`src/rtl/instr_fetch_ctrl.sv`:
```
// instr_fetch_ctrl
//   Instruction fetch controller. Walks a word-address PC through a
//   combinational instruction memory, buffers fetched {pc, word} pairs in a
//   2-entry FIFO toward decode, halts on an all-zero instruction word and
//   restarts on a redirect. Also counts accepted instructions (saturating).
//
// Ports
//   fetch_ctrl_clk    in   clock, rising edge
//   fetch_ctrl_rst_n  in   async active-low reset
//   fetch_en          in   fetch enable from core control
//   imem_addr         out  word address to instruction memory (= PC)
//   imem_data         in   instruction word for imem_addr, same cycle
//   redirect_valid    in   branch/jump redirect request
//   redirect_addr     in   redirect target word address
//   instr_valid       out  fetch buffer head valid
//   instr_ready       in   decode accepts head
//   instr_out         out  head instruction word
//   instr_pc          out  head instruction word address
//   fetch_state       out  0 IDLE, 1 RUN, 2 HALT
//   instr_count       out  accepted-instruction count, saturating
//
// state | meaning
// IDLE  | fetch disabled; buffered words still drain to decode
// RUN   | fetching one word per edge while the buffer has room
// HALT  | zero instruction word seen; waits for a redirect
module instr_fetch_ctrl #(
  parameter int ADDRESS_WIDTH = 5,
  parameter int RESET_PC      = 0,
  parameter int COUNT_WIDTH   = 16
) (
  input  logic                     fetch_ctrl_clk,
  input  logic                     fetch_ctrl_rst_n,
  input  logic                     fetch_en,
  output logic [ADDRESS_WIDTH-1:0] imem_addr,
  input  logic [31:0]              imem_data,
  input  logic                     redirect_valid,
  input  logic [ADDRESS_WIDTH-1:0] redirect_addr,
  output logic                     instr_valid,
  input  logic                     instr_ready,
  output logic [31:0]              instr_out,
  output logic [ADDRESS_WIDTH-1:0] instr_pc,
  output logic [1:0]               fetch_state,
  output logic [COUNT_WIDTH-1:0]   instr_count
);

  typedef enum logic [1:0] {
    ST_IDLE = 2'd0,
    ST_RUN  = 2'd1,
    ST_HALT = 2'd2
  } state_t;

  localparam logic [ADDRESS_WIDTH-1:0] PC_RST = ADDRESS_WIDTH'(RESET_PC);
  localparam logic [ADDRESS_WIDTH-1:0] PC_ONE = ADDRESS_WIDTH'(1);
  localparam logic [COUNT_WIDTH-1:0]   CNT_ONE = COUNT_WIDTH'(1);

  state_t                     state_q, state_d;
  logic [ADDRESS_WIDTH-1:0]   pc_q, pc_d;
  logic [1:0]                 occ_q, occ_d;
  logic                       rd_ptr_q, rd_ptr_d;
  logic [ADDRESS_WIDTH-1:0]   buf_pc_q   [2];
  logic [31:0]                buf_word_q [2];
  logic [COUNT_WIDTH-1:0]     count_q, count_d;

  logic accept;
  logic enq_elig;
  logic enq;
  logic halt_hit;
  logic wr_ptr;

  assign accept = instr_valid && instr_ready;

  // State register
  always_ff @(posedge fetch_ctrl_clk or negedge fetch_ctrl_rst_n) begin
    if (!fetch_ctrl_rst_n) state_q <= ST_IDLE;
    else                   state_q <= state_d;
  end

  // Next-state logic
  always_comb begin
    state_d = state_q;
    if (redirect_valid) begin
      state_d = fetch_en ? ST_RUN : ST_IDLE;
    end else begin
      case (state_q)
        ST_IDLE: if (fetch_en) state_d = ST_RUN;
        ST_RUN: begin
          // Dropping fetch_en wins over a halt on the same edge.
          if (!fetch_en)     state_d = ST_IDLE;
          else if (halt_hit) state_d = ST_HALT;
        end
        ST_HALT: state_d = ST_HALT;
        default: state_d = ST_IDLE;
      endcase
    end
  end

  // Output / fetch-strobe logic
  always_comb begin
    fetch_state = state_q;
    // A slot is free if the buffer is not full or the head leaves this edge.
    enq_elig = (state_q == ST_RUN) && fetch_en && !redirect_valid &&
               ((occ_q != 2'd2) || accept);
    enq      = enq_elig && (imem_data != 32'd0);
    halt_hit = enq_elig && (imem_data == 32'd0);
  end

  // Datapath next values
  always_comb begin
    pc_d     = pc_q;
    occ_d    = occ_q;
    rd_ptr_d = rd_ptr_q;
    count_d  = count_q;

    if (accept && (count_q != {COUNT_WIDTH{1'b1}})) count_d = count_q + CNT_ONE;

    if (redirect_valid) begin
      pc_d  = redirect_addr;
      occ_d = 2'd0;
    end else begin
      if (enq) pc_d = pc_q + PC_ONE;
      if (accept) rd_ptr_d = ~rd_ptr_q;
      case ({enq, accept})
        2'b10:   occ_d = occ_q + 2'd1;
        2'b01:   occ_d = occ_q - 2'd1;
        default: occ_d = occ_q;
      endcase
    end
  end

  // Tail slot; when full with a same-edge accept this is the slot being freed.
  assign wr_ptr = rd_ptr_q ^ occ_q[0];

  always_ff @(posedge fetch_ctrl_clk or negedge fetch_ctrl_rst_n) begin
    if (!fetch_ctrl_rst_n) begin
      pc_q          <= PC_RST;
      occ_q         <= 2'd0;
      rd_ptr_q      <= 1'b0;
      count_q       <= '0;
      buf_pc_q[0]   <= '0;
      buf_pc_q[1]   <= '0;
      buf_word_q[0] <= '0;
      buf_word_q[1] <= '0;
    end else begin
      pc_q     <= pc_d;
      occ_q    <= occ_d;
      rd_ptr_q <= rd_ptr_d;
      count_q  <= count_d;
      if (enq) begin
        buf_pc_q[wr_ptr]   <= pc_q;
        buf_word_q[wr_ptr] <= imem_data;
      end
    end
  end

  assign imem_addr   = pc_q;
  assign instr_valid = (occ_q != 2'd0);
  // Head fields are forced to zero when nothing is buffered.
  assign instr_out   = instr_valid ? buf_word_q[rd_ptr_q] : 32'd0;
  assign instr_pc    = instr_valid ? buf_pc_q[rd_ptr_q]   : '0;
  assign instr_count = count_q;

endmodule

```
`config.mk`:
```
export PLATFORM = sky130hd
export DESIGN_NAME = instr_fetch_ctrl
export DESIGN_NICKNAME = d
export VERILOG_FILES = /design/src/rtl/instr_fetch_ctrl.sv
export SDC_FILE = /design/constraint.sdc
export NUM_CORES = 1
export LEC_CHECK = 0
export CAP_MARGIN = 5
export CORE_ASPECT_RATIO = 0.9
export CORE_MARGIN = 2
export CORE_UTILIZATION = 45
export DETAILED_ROUTE_END_ITERATION = 8
export GPL_ROUTABILITY_DRIVEN = 1
export HOLD_SLACK_MARGIN = 0.15
export PLACE_DENSITY = 0.75
export SYNTH_ARGS = -nofsm -noshare
export SYNTH_HDL_FRONTEND = slang
export SYNTH_SLANG_ARGS = --single-unit
export TNS_END_PERCENT = 30
```
`constraint.sdc`:
```
create_clock -name fetch_ctrl_clk -period 1.7 [get_ports fetch_ctrl_clk]
set_input_delay 0.255 -clock fetch_ctrl_clk [delete_from_list [all_inputs] [get_ports fetch_ctrl_clk]]
set_output_delay 0.255 -clock fetch_ctrl_clk [all_outputs]
set_load 0.005 [all_outputs]
```
Word-level counts from Yosys, hierarchy flattened
Index checks and enable logic that the tools add are counted.
{"block": "op_classes", "add_sub_neg": 4, "order_cmp": 3, "eq_ne": 8, "muxes": 24, "bitwise": 5, "n_reduce_logical": 18}
{"operator": "32-bit two-way mux", "count": 5}
{"operator": "64-bit bitwise mux", "count": 1}
{"operator": "5-bit two-way mux", "count": 7}
{"operator": "32-bit demux with 1-bit select", "count": 1}
{"operator": "32-bit zero test", "count": 1}
{"operator": "32-bit nonzero test", "count": 1}
{"operator": "16-bit by 1-bit adder with 16-bit output (second input constant)", "count": 1}
{"operator": "16-bit != test (second input constant)", "count": 1}
{"operator": "10-bit bitwise mux", "count": 1}
{"operator": "2-bit two-way mux", "count": 5}
{"operator": "1-bit logical AND", "count": 8}
{"operator": "2-bit case mux with 3 select lines", "count": 1}
{"operator": "5-bit by 1-bit adder with 5-bit output (second input constant)", "count": 1}
{"operator": "5-bit demux with 1-bit select", "count": 1}
{"operator": "2-bit by 1-bit equality test with 1-bit output (second input constant)", "count": 2}
{"operator": "2-bit equality test (second input constant)", "count": 2}
{"operator": "2-bit greater-or-equal comparator (second input constant)", "count": 2}
{"operator": "4-bit != test (second input constant)", "count": 1}
{"operator": "1-bit inverter with 2-bit output", "count": 2}
{"operator": "2-bit case mux with 2 select lines", "count": 1}
{"operator": "2-bit AND reduction", "count": 2}
{"operator": "2-bit nonzero test", "count": 2}
{"operator": "3-bit != test (second input constant)", "count": 1}
{"operator": "3-bit nonzero test", "count": 1}
{"operator": "10 further kinds", "count": 11}
{"block": "totals", "reg_bits": 100, "input_bits": 42, "word_cells": 71}

Logic depth before layout (Yosys ltp)
Gate-level depths: netlist of run 1.
{"block": "logic_depth", "ltp_word": 9, "ltp_mapped": 8}

Least setup slack after synthesis of run 1
No wires, ideal clock.
{"block": "synth_timing", "path_kind": "input -> register", "startpoint": "input port imem_data[26]", "endpoint": "register buf_pc_q[5] in the netlist's numbering", "setup_ps": 125, "t_arrival_ps": 1818, "required_time_ps": 1575, "slack_ps": -243, "cell_stages": 7, "n_path_buf": 2, "cell_sequence": "nor4_1 > nand4_1 > o211ai_4 > or2_1 > buf_6 > buf_12 > mux2_2"}
{"block": "synth_via", "elab_chain_cells": 2}
{"element": "from (decl)", "line_no": "35", "rtl": "input logic [31:0] imem_data,"}
{"element": "32-bit nonzero test", "line_no": "103", "rtl": "enq = enq_elig && (imem_data != 32'd0);"}
{"element": "1-bit logical AND", "line_no": "103"}
{"element": "to (signal, indexed assignment)", "line_no": "149", "rtl": "buf_pc_q[wr_ptr] <= pc_q;"}
{"element": "to (decl)", "line_no": "60", "rtl": "logic [ADDRESS_WIDTH-1:0] buf_pc_q [2];"}
No other way between the ends.
A chain may end at the register's enable or synchronous reset.

Worst setup path in the final report of run 1
{"block": "layout_timing", "startpoint": "register occ_q[0]", "endpoint": "output port instr_out[6]"}
{"block": "layout_via", "elab_chain_cells": 2}
{"element": "from (decl)", "line_no": "58", "rtl": "logic [1:0] occ_q, occ_d;"}
{"element": "from (signal assigned)", "line_no": "136", "rtl": "occ_q <= 2'd0;"}
{"element": "from (signal assigned)", "line_no": "145", "rtl": "occ_q <= occ_d;"}
{"element": "2-bit nonzero test", "line_no": "156", "rtl": "assign instr_valid = (occ_q != 2'd0);"}
{"element": "32-bit two-way mux", "line_no": "158", "rtl": "assign instr_out = instr_valid ? buf_word_q[rd_ptr_q] : 32'd0;"}
{"element": "to (decl)", "line_no": "40", "rtl": "output logic [31:0] instr_out,"}
No other way between the ends.

==> impl_metrics.toml, run 1 <==
[critical_path]
rr_endpoint = "buf_word_q[41]"
slowest_stage = "dfrtp_1"
path_class = "register to output pin"
cpPeakStageDelay_ns = 0.40
crit_path_start_kind = "register"
reg2reg_from = "occ_q[0]"
path_common_cell = "buf_6"
cp_max_fo = 5
required_ns = 1.44
rr_worst_depth = 7
crit_path_end_kind = "output pin"
cp_top_family = "buffers and inverters"
critical_path_buf_inv_count = 6
reg2reg_slack_ns = -0.20
cp_cell_sequence = "buf_6, buf_6, nor2_4, buf_6, buf_16, buf_8, nor2_1, buf_2"
crit_arrival_ns = 1.67

[route]
viasPerCell = 5.41
drtPass1Iterations = 4
drc = 0
drtAntennaViolNets = 0
via_count = 3803
wire_per_inst_microns = 20.6
drtIter0Drc = 194
wl_microns = 14500

[sta]
clock_skew_ns = 0.00596
period_minus_slack_ns = 1.92
slew_viol_final = 0
hold_viol = 0
rsz0062_at_grt = "true"
period_share_pct = 113
final-setup-viol-count = 120
timing.fmax_mhz = 520
maxSlewHeadroom_pct = 70.5
worst_slew_pin_slew_ns = 0.442
setup_slack_ns = -0.223

[synthesis]
synth_seq_area_share_pct = 52.7
async_flop_share_pct = 100
synth_common_cells = "100 x dfrtp_1, 76 x mux2_2, 48 x nor2_1"
synth_edf_count = 0
syn_inst = 378
netlist_area_sq_mm = 0.00475
synthesis.nets = 422
avgSynthCellArea_sq_um = 12.6
synth_seq_cells = 100
ys_top_cells_by_area = "dfrtp_1 53%, mux2_2 18%, mux2i_1 8.0%, nor2_1 3.8%, xnor2_1 2.2%"
yosysWarnings = 0
yosysTopAreaCellShare_pct = 52.7
yosysMostFrequentCell = "dfrtp_1"
ys_types = 41
ys.flop_type = "dfrtp_1"
synth_area_leader_cell = "dfrtp_1"

[placed_design]
placed_area_sq_mm = 0.00645
gp_congestion = 0.801
hpwlAfterDp_microns = 7830
port_buffers = 102

[hold_path]
min_path_cells = 2
worstHoldEndpoint = "buf_word_q[52]"
hp-start = "imem_data[20]"
hold_path.class = "primary input to register"

[global_route]
grt_pass1_wl_microns = 21700
grt_pass1_vias = 4043
antenna_found_initial = 0
grt_overflow_total = 0
grt_max_degree = 30
grt_usage_pct = 24.7

[floorplanning]
core_sq_mm = 0.0102
die_h_microns = 101
dieArea_sq_mm = 0.0114
die_w_microns = 112
initial_core_util_pct = 46.3
rows = 35
ios = 103

[power]
p_leak_nw = 3.62
peakVddDrop_mv = 0.885
power_density_mw_per_mm2 = 1360
p_total_mw = 10.2

[clock_tree]
clk_latency_ns = 0.35
cts_tree = "done"
path_clk_slew_ns = 0.07
cts.sinks = 100
cts.htree.levels = 3
cts_buffer_depth = 2
cts_buffers = 9
root_buffer = "clkbuf_16"

[status]
outcome = "finished with violations"
violations = "negative setup slack"

[finish]
final_nets = 613
final_area_sq_mm = 0.00748
postLayoutCoreUtil_pct = 73.0
antennaDiodeCount = 0
syn_to_final_growth_pct = 57.6
drive_gt1_share_pct = 51.7
nFillCells = 691

[flow_run]
cap_violations = 0
## area by class of cell
| type | count | area, sq um | area share [%] |
|---|---|---|---|
| repair buffers | 198 | 1850 | 24.7 |
| clock buffers | 10 | 239 | 3.19 |
| flip-flops and latches | 100 | 2500 | 33.5 |
| multi-input cells | 255 | 2600 | 34.7 |
| clock inverters | 6 | 111 | 1.49 |
| well taps | 129 | 161 | 2.16 |
| inverters | 5 | 18.8 | 0.251 |
## sequential cells by signal, summed over array words and instances, names as in the netlist
| signal | flops |
|---|---|
| buf_pc_q | 10 |
| instr_count | 16 |
| fetch_state | 2 |
| rd_ptr_q | 1 |
| imem_addr | 5 |
| occ_q | 2 |
| buf_word_q | 64 |
## worst register-to-register path: cells and delay by family, from the launching register on
kind                   cells  cell delay, ns
XOR/XNOR                   1            0.32
buffers and inverters      4            0.50
flip-flops                 1            0.40
multiplexers               1            0.31
AND/OR/NAND/NOR            1            0.27
## how the worst max path moves through the flow
stage	end	from	depth (start not counted)	slack, ns
after floorplan	buf_pc_q[5]	imem_data[2]	7	-0.22
after global placement	buf_word_q[36]	imem_data[25]	7	-0.92
after detailed placement	buf_word_q[11]	imem_data[9]	6	-0.94
after CTS	instr_out[1]	occ_q[0]	8	-0.23
after global routing	instr_out[7]	occ_q[0]	8	-0.26
final	instr_out[6]	occ_q[0]	8	-0.22
## per-stage QoR
step                TNS, ns  worst slack [ns]  hold slack [ns]  cells
CTS                  -17.52            -0.233            0.217    696
floorplan            -13.76            -0.220          -0.0406    378
global placement     -84.39            -0.923            0.212    649
finish               -18.79            -0.223            0.192    703
detailed placement   -85.55            -0.943            0.220    649
global route         -23.60            -0.261            0.206    703
## what timing repair did
item / 4_1_cts / 5_1_grt
pin swaps: 34 / 13
cloned: 10 / 1
hold endpoints to repair: 25 / 0
setup endpoints to repair: 128 / 130
setup buffers: 21 / 7
gates resized for setup: 261 / 89
hold buffers: 1 / 0
## per-layer routing
metal / wire length (microns) / part of all wire (%) / global-route usage (%) / up-vias
met5: 0 / 0 / 0 / -
met4: 246 / 1.7 / 8.35 / 0
met3: 525 / 3.6 / 4.25 / 14
met2: 7400 / 51 / 41.8 / 107
met1: 6310 / 44 / 32.6 / 1955
li1: - / - / - / 1727
## cells in the final DEF, fill, tap and decap left out, drive strengths merged, types with 2 or more instances in the layout
| cell | Yosys | routed |
|---|---|---|
| dlygate4sd2 | 0 | 5 |
| nand4 | 9 | 9 |
| nand3 | 9 | 9 |
| or3 | 2 | 2 |
| clkdlybuf4s15 | 0 | 5 |
| and4 | 3 | 3 |
| and3 | 2 | 2 |
| nor4 | 8 | 8 |
| xor2 | 7 | 7 |
| clkdlybuf4s50 | 0 | 31 |
| buf | 11 | 135 |
| ha | 2 | 2 |
| clkinv | 1 | 3 |
| o21ba | 2 | 2 |
| inv | 4 | 4 |
| dfrtp | 100 | 100 |
| nor2 | 49 | 50 |
| bufinv | 0 | 3 |
| mux2i | 38 | 38 |
| a31oi | 3 | 3 |
| clkbuf | 8 | 30 |
| mux2 | 76 | 76 |
| o211ai | 2 | 2 |
| nand2 | 10 | 10 |
| xnor2 | 12 | 12 |
| a21oi | 2 | 2 |
| o21ai | 6 | 6 |
## cell families (layout without fill, tap and decap cells)
group	Yosys count	count (layout)	synth area share [%]
simple gates	98	99	9.99
buf+inv	24	219	3.82
xor+xnor	19	19	3.51
mux	114	114	26.0
fa+ha+maj	2	2	0.527
compound gates	21	21	3.40
flops	100	100	52.7
## where the power goes
group	internal [mW]	switching [mW]
registers	3.34	0.664
logic	2.34	1.45
clock network	1.48	0.921
No activity file was read; power rests on OpenSTA's default activity.
==> run 2: changes to the inputs <==
--- a/config.mk
+++ b/config.mk
@@ -7,7 +7,7 @@
 export LEC_CHECK = 0
 export CAP_MARGIN = 5
 export CORE_ASPECT_RATIO = 0.9
-export CORE_MARGIN = 2
+export CORE_MARGIN = 8
 export CORE_UTILIZATION = 45
 export DETAILED_ROUTE_END_ITERATION = 8
 export GPL_ROUTABILITY_DRIVEN = 1
==> run 2 against run 1 <==
Against the previous run:
- the flow still finishes with violations (negative setup slack)
- first-iteration DRC count decreased by 15%
- via count decreased by 0.95%
- die area increased by 24%
- worst setup slack improved by 0.011 ns
- clock skew increased by 0.0017 ns
- final area increased by 0.40%
- non-clock buffer count increased by 1
- register-to-register slack about the same
- total power decreased by 1.8%
- core utilization increased by 0.29 points
- critical path type unchanged
- highest routed layer unchanged
==> impl_metrics.toml, run 2 (synthesized netlist as in run 1, its figures left out) <==
[floorplanning]
die_w_microns = 124
dieArea_sq_mm = 0.0141
die_h_microns = 113
core_sq_mm = 0.0102
ios = 103
rows = 35
initial_core_util_pct = 46.3

[flow_run]
cap_violations = 0

[clock_tree]
clk_latency_ns = 0.34
cts_buffers = 9
cts_tree = "done"
path_clk_slew_ns = 0.07
cts_buffer_depth = 2
root_buffer = "clkbuf_16"
cts.htree.levels = 3
cts.sinks = 100

[sta]
whs_ns = 0.201
slew_viol_final = 0
maxSlewHeadroom_pct = 81.0
hold_viol = 0
rsz0062_at_grt = "true"
setup_slack_ns = -0.213
period_minus_slack_ns = 1.91
period_share_pct = 113
final-setup-viol-count = 115
timing.fmax_mhz = 523
worst_slew_pin_slew_ns = 0.277
clock_skew_ns = 0.00771

[route]
drc = 0
wl_microns = 14100
via_count = 3767
wire_per_inst_microns = 20.0
viasPerCell = 5.35
drtAntennaViolNets = 0
drtIter0Drc = 165
drtPass1Iterations = 4

[finish]
drive_gt1_share_pct = 52.3
antennaDiodeCount = 0
postLayoutCoreUtil_pct = 73.3
final_cell_mix = "98 x dfrtp_1, 67 x mux2_4, 64 x buf_4"
layout_commonest_cell = "dfrtp_1"
final_area_sq_mm = 0.00751
syn_to_final_growth_pct = 58.2
final_nets = 614
largest_reg_flops = 64
top_register = "buf_word_q"
instances_no_fill = 704
nFillCells = 671

[critical_path]
critical_path_buf_inv_count = 6
path_class = "register to output pin"
cp_cell_sequence = "buf_6, buf_6, nor2_4, buf_12, buf_8, buf_12, nor2_2, buf_2"
crit_path_end_kind = "output pin"
crit_arrival_ns = 1.66
required_ns = 1.44
reg2reg_slack_ns = -0.21
cpPeakStageDelay_ns = 0.40
cp_max_fo = 6
crit_path_start_kind = "register"
slowest_stage = "dfrtp_1"
cp_top_family = "buffers and inverters"

[placed_design]
gp_congestion = 0.835
dpl.cell_count = 652
hpwlAfterDp_microns = 8310
placed_area_sq_mm = 0.00647
port_buffers = 102

[status]
violations = "negative setup slack"
outcome = "finished with violations"

[global_route]
grt_max_degree = 54
grt_pass1_vias = 4206
antenna_found_initial = 0
grt_pass1_wl_microns = 22300
grt_overflow_total = 0
grt_usage_pct = 19.4

[power]
power.internal_mw = 7.03
p_total_mw = 10.0
power.share.clock_pct = 22.4
seqPwrFrac_pct = 39.6
power_density_mw_per_mm2 = 1330
p_leak_nw = 3.61
power_switching_mw = 2.98
peakVddDrop_mv = 0.939
pwr-share-comb_pct = 38.0
switching_share_pct = 29.8

[hold_path]
hold_path.class = "primary input to register"
==> run 2: cell count changes in the layout (fill, tap and decap cells not counted), moves of 4 or more <==
cell / change
buf_2: +10
clkbuf_2: -18
clkdlybuf4s15_2: +4
nor2_1: -8
nor2_2: +5
==> run 2: repair_timing <==
item                                   CTS  global route
setup endpoints to repair              126           131
resized for setup                      319            58
endpoints found under the hold margin  100             0
hold buffers                             1             0
cloned                                   9             1
pin swaps                               38            13
setup buffers                           24             7
==> run 2: final cells by class <==
cell class              instances  area (sq um)  share of cell area, %
clock buffers                  11           243                   3.23
clock inverters                 5          85.1                   1.13
inverters                       5          18.8                  0.250
multi-input cells             255          2640                   35.2
flip-flops and latches        100          2500                   33.3
well taps                     129           161                   2.15
repair buffers                199          1860                   24.7
==> run 2: layer usage <==
metal | vias up | wire [microns] | track usage [%]
met1 | 1943 | 6150 | 23.2
met3 | 14 | 573 | 4.82
met5 | - | 0 | 0
met4 | 0 | 168 | 5.53
met2 | 84 | 7180 | 33.8
li1 | 1726 | - | -
==> run 2: metrics by stage <==
step                setup TNS [ns]  setup slack (ns)
floorplan                   -13.76            -0.220
global placement            -85.16            -0.930
detailed placement          -84.38            -0.955
CTS                         -15.21            -0.231
global route                -23.50            -0.262
finish                      -16.87            -0.213
==> run 2: power by group through the flow <==
| stage | clock network (mW) | registers, mW | logic (mW) |
|---|---|---|---|
| floorplan | 0 | 3.77 | 2.09 |
| global placement | 0 | 3.84 | 2.92 |
| detailed placement | 0 | 3.91 | 3.00 |
| CTS | 2.26 | 3.93 | 3.47 |
| global route | 2.35 | 4.08 | 4.06 |
| finish | 2.24 | 3.96 | 3.80 |
==> run 2: final timing paths <==
path	cells after the start	end	from
setup / recovery	8	instr_out[22]	occ_q[0]
max in group asynchronous	3	instr_count[0]	fetch_ctrl_rst_n
hold / removal	2	buf_word_q[56]	imem_data[24]
min in group asynchronous	2	buf_word_q[11]	fetch_ctrl_rst_n
hold reg to reg	1	instr_count[0]	instr_count[0]
setup reg to reg	7	buf_word_q[0]	fetch_state[1]
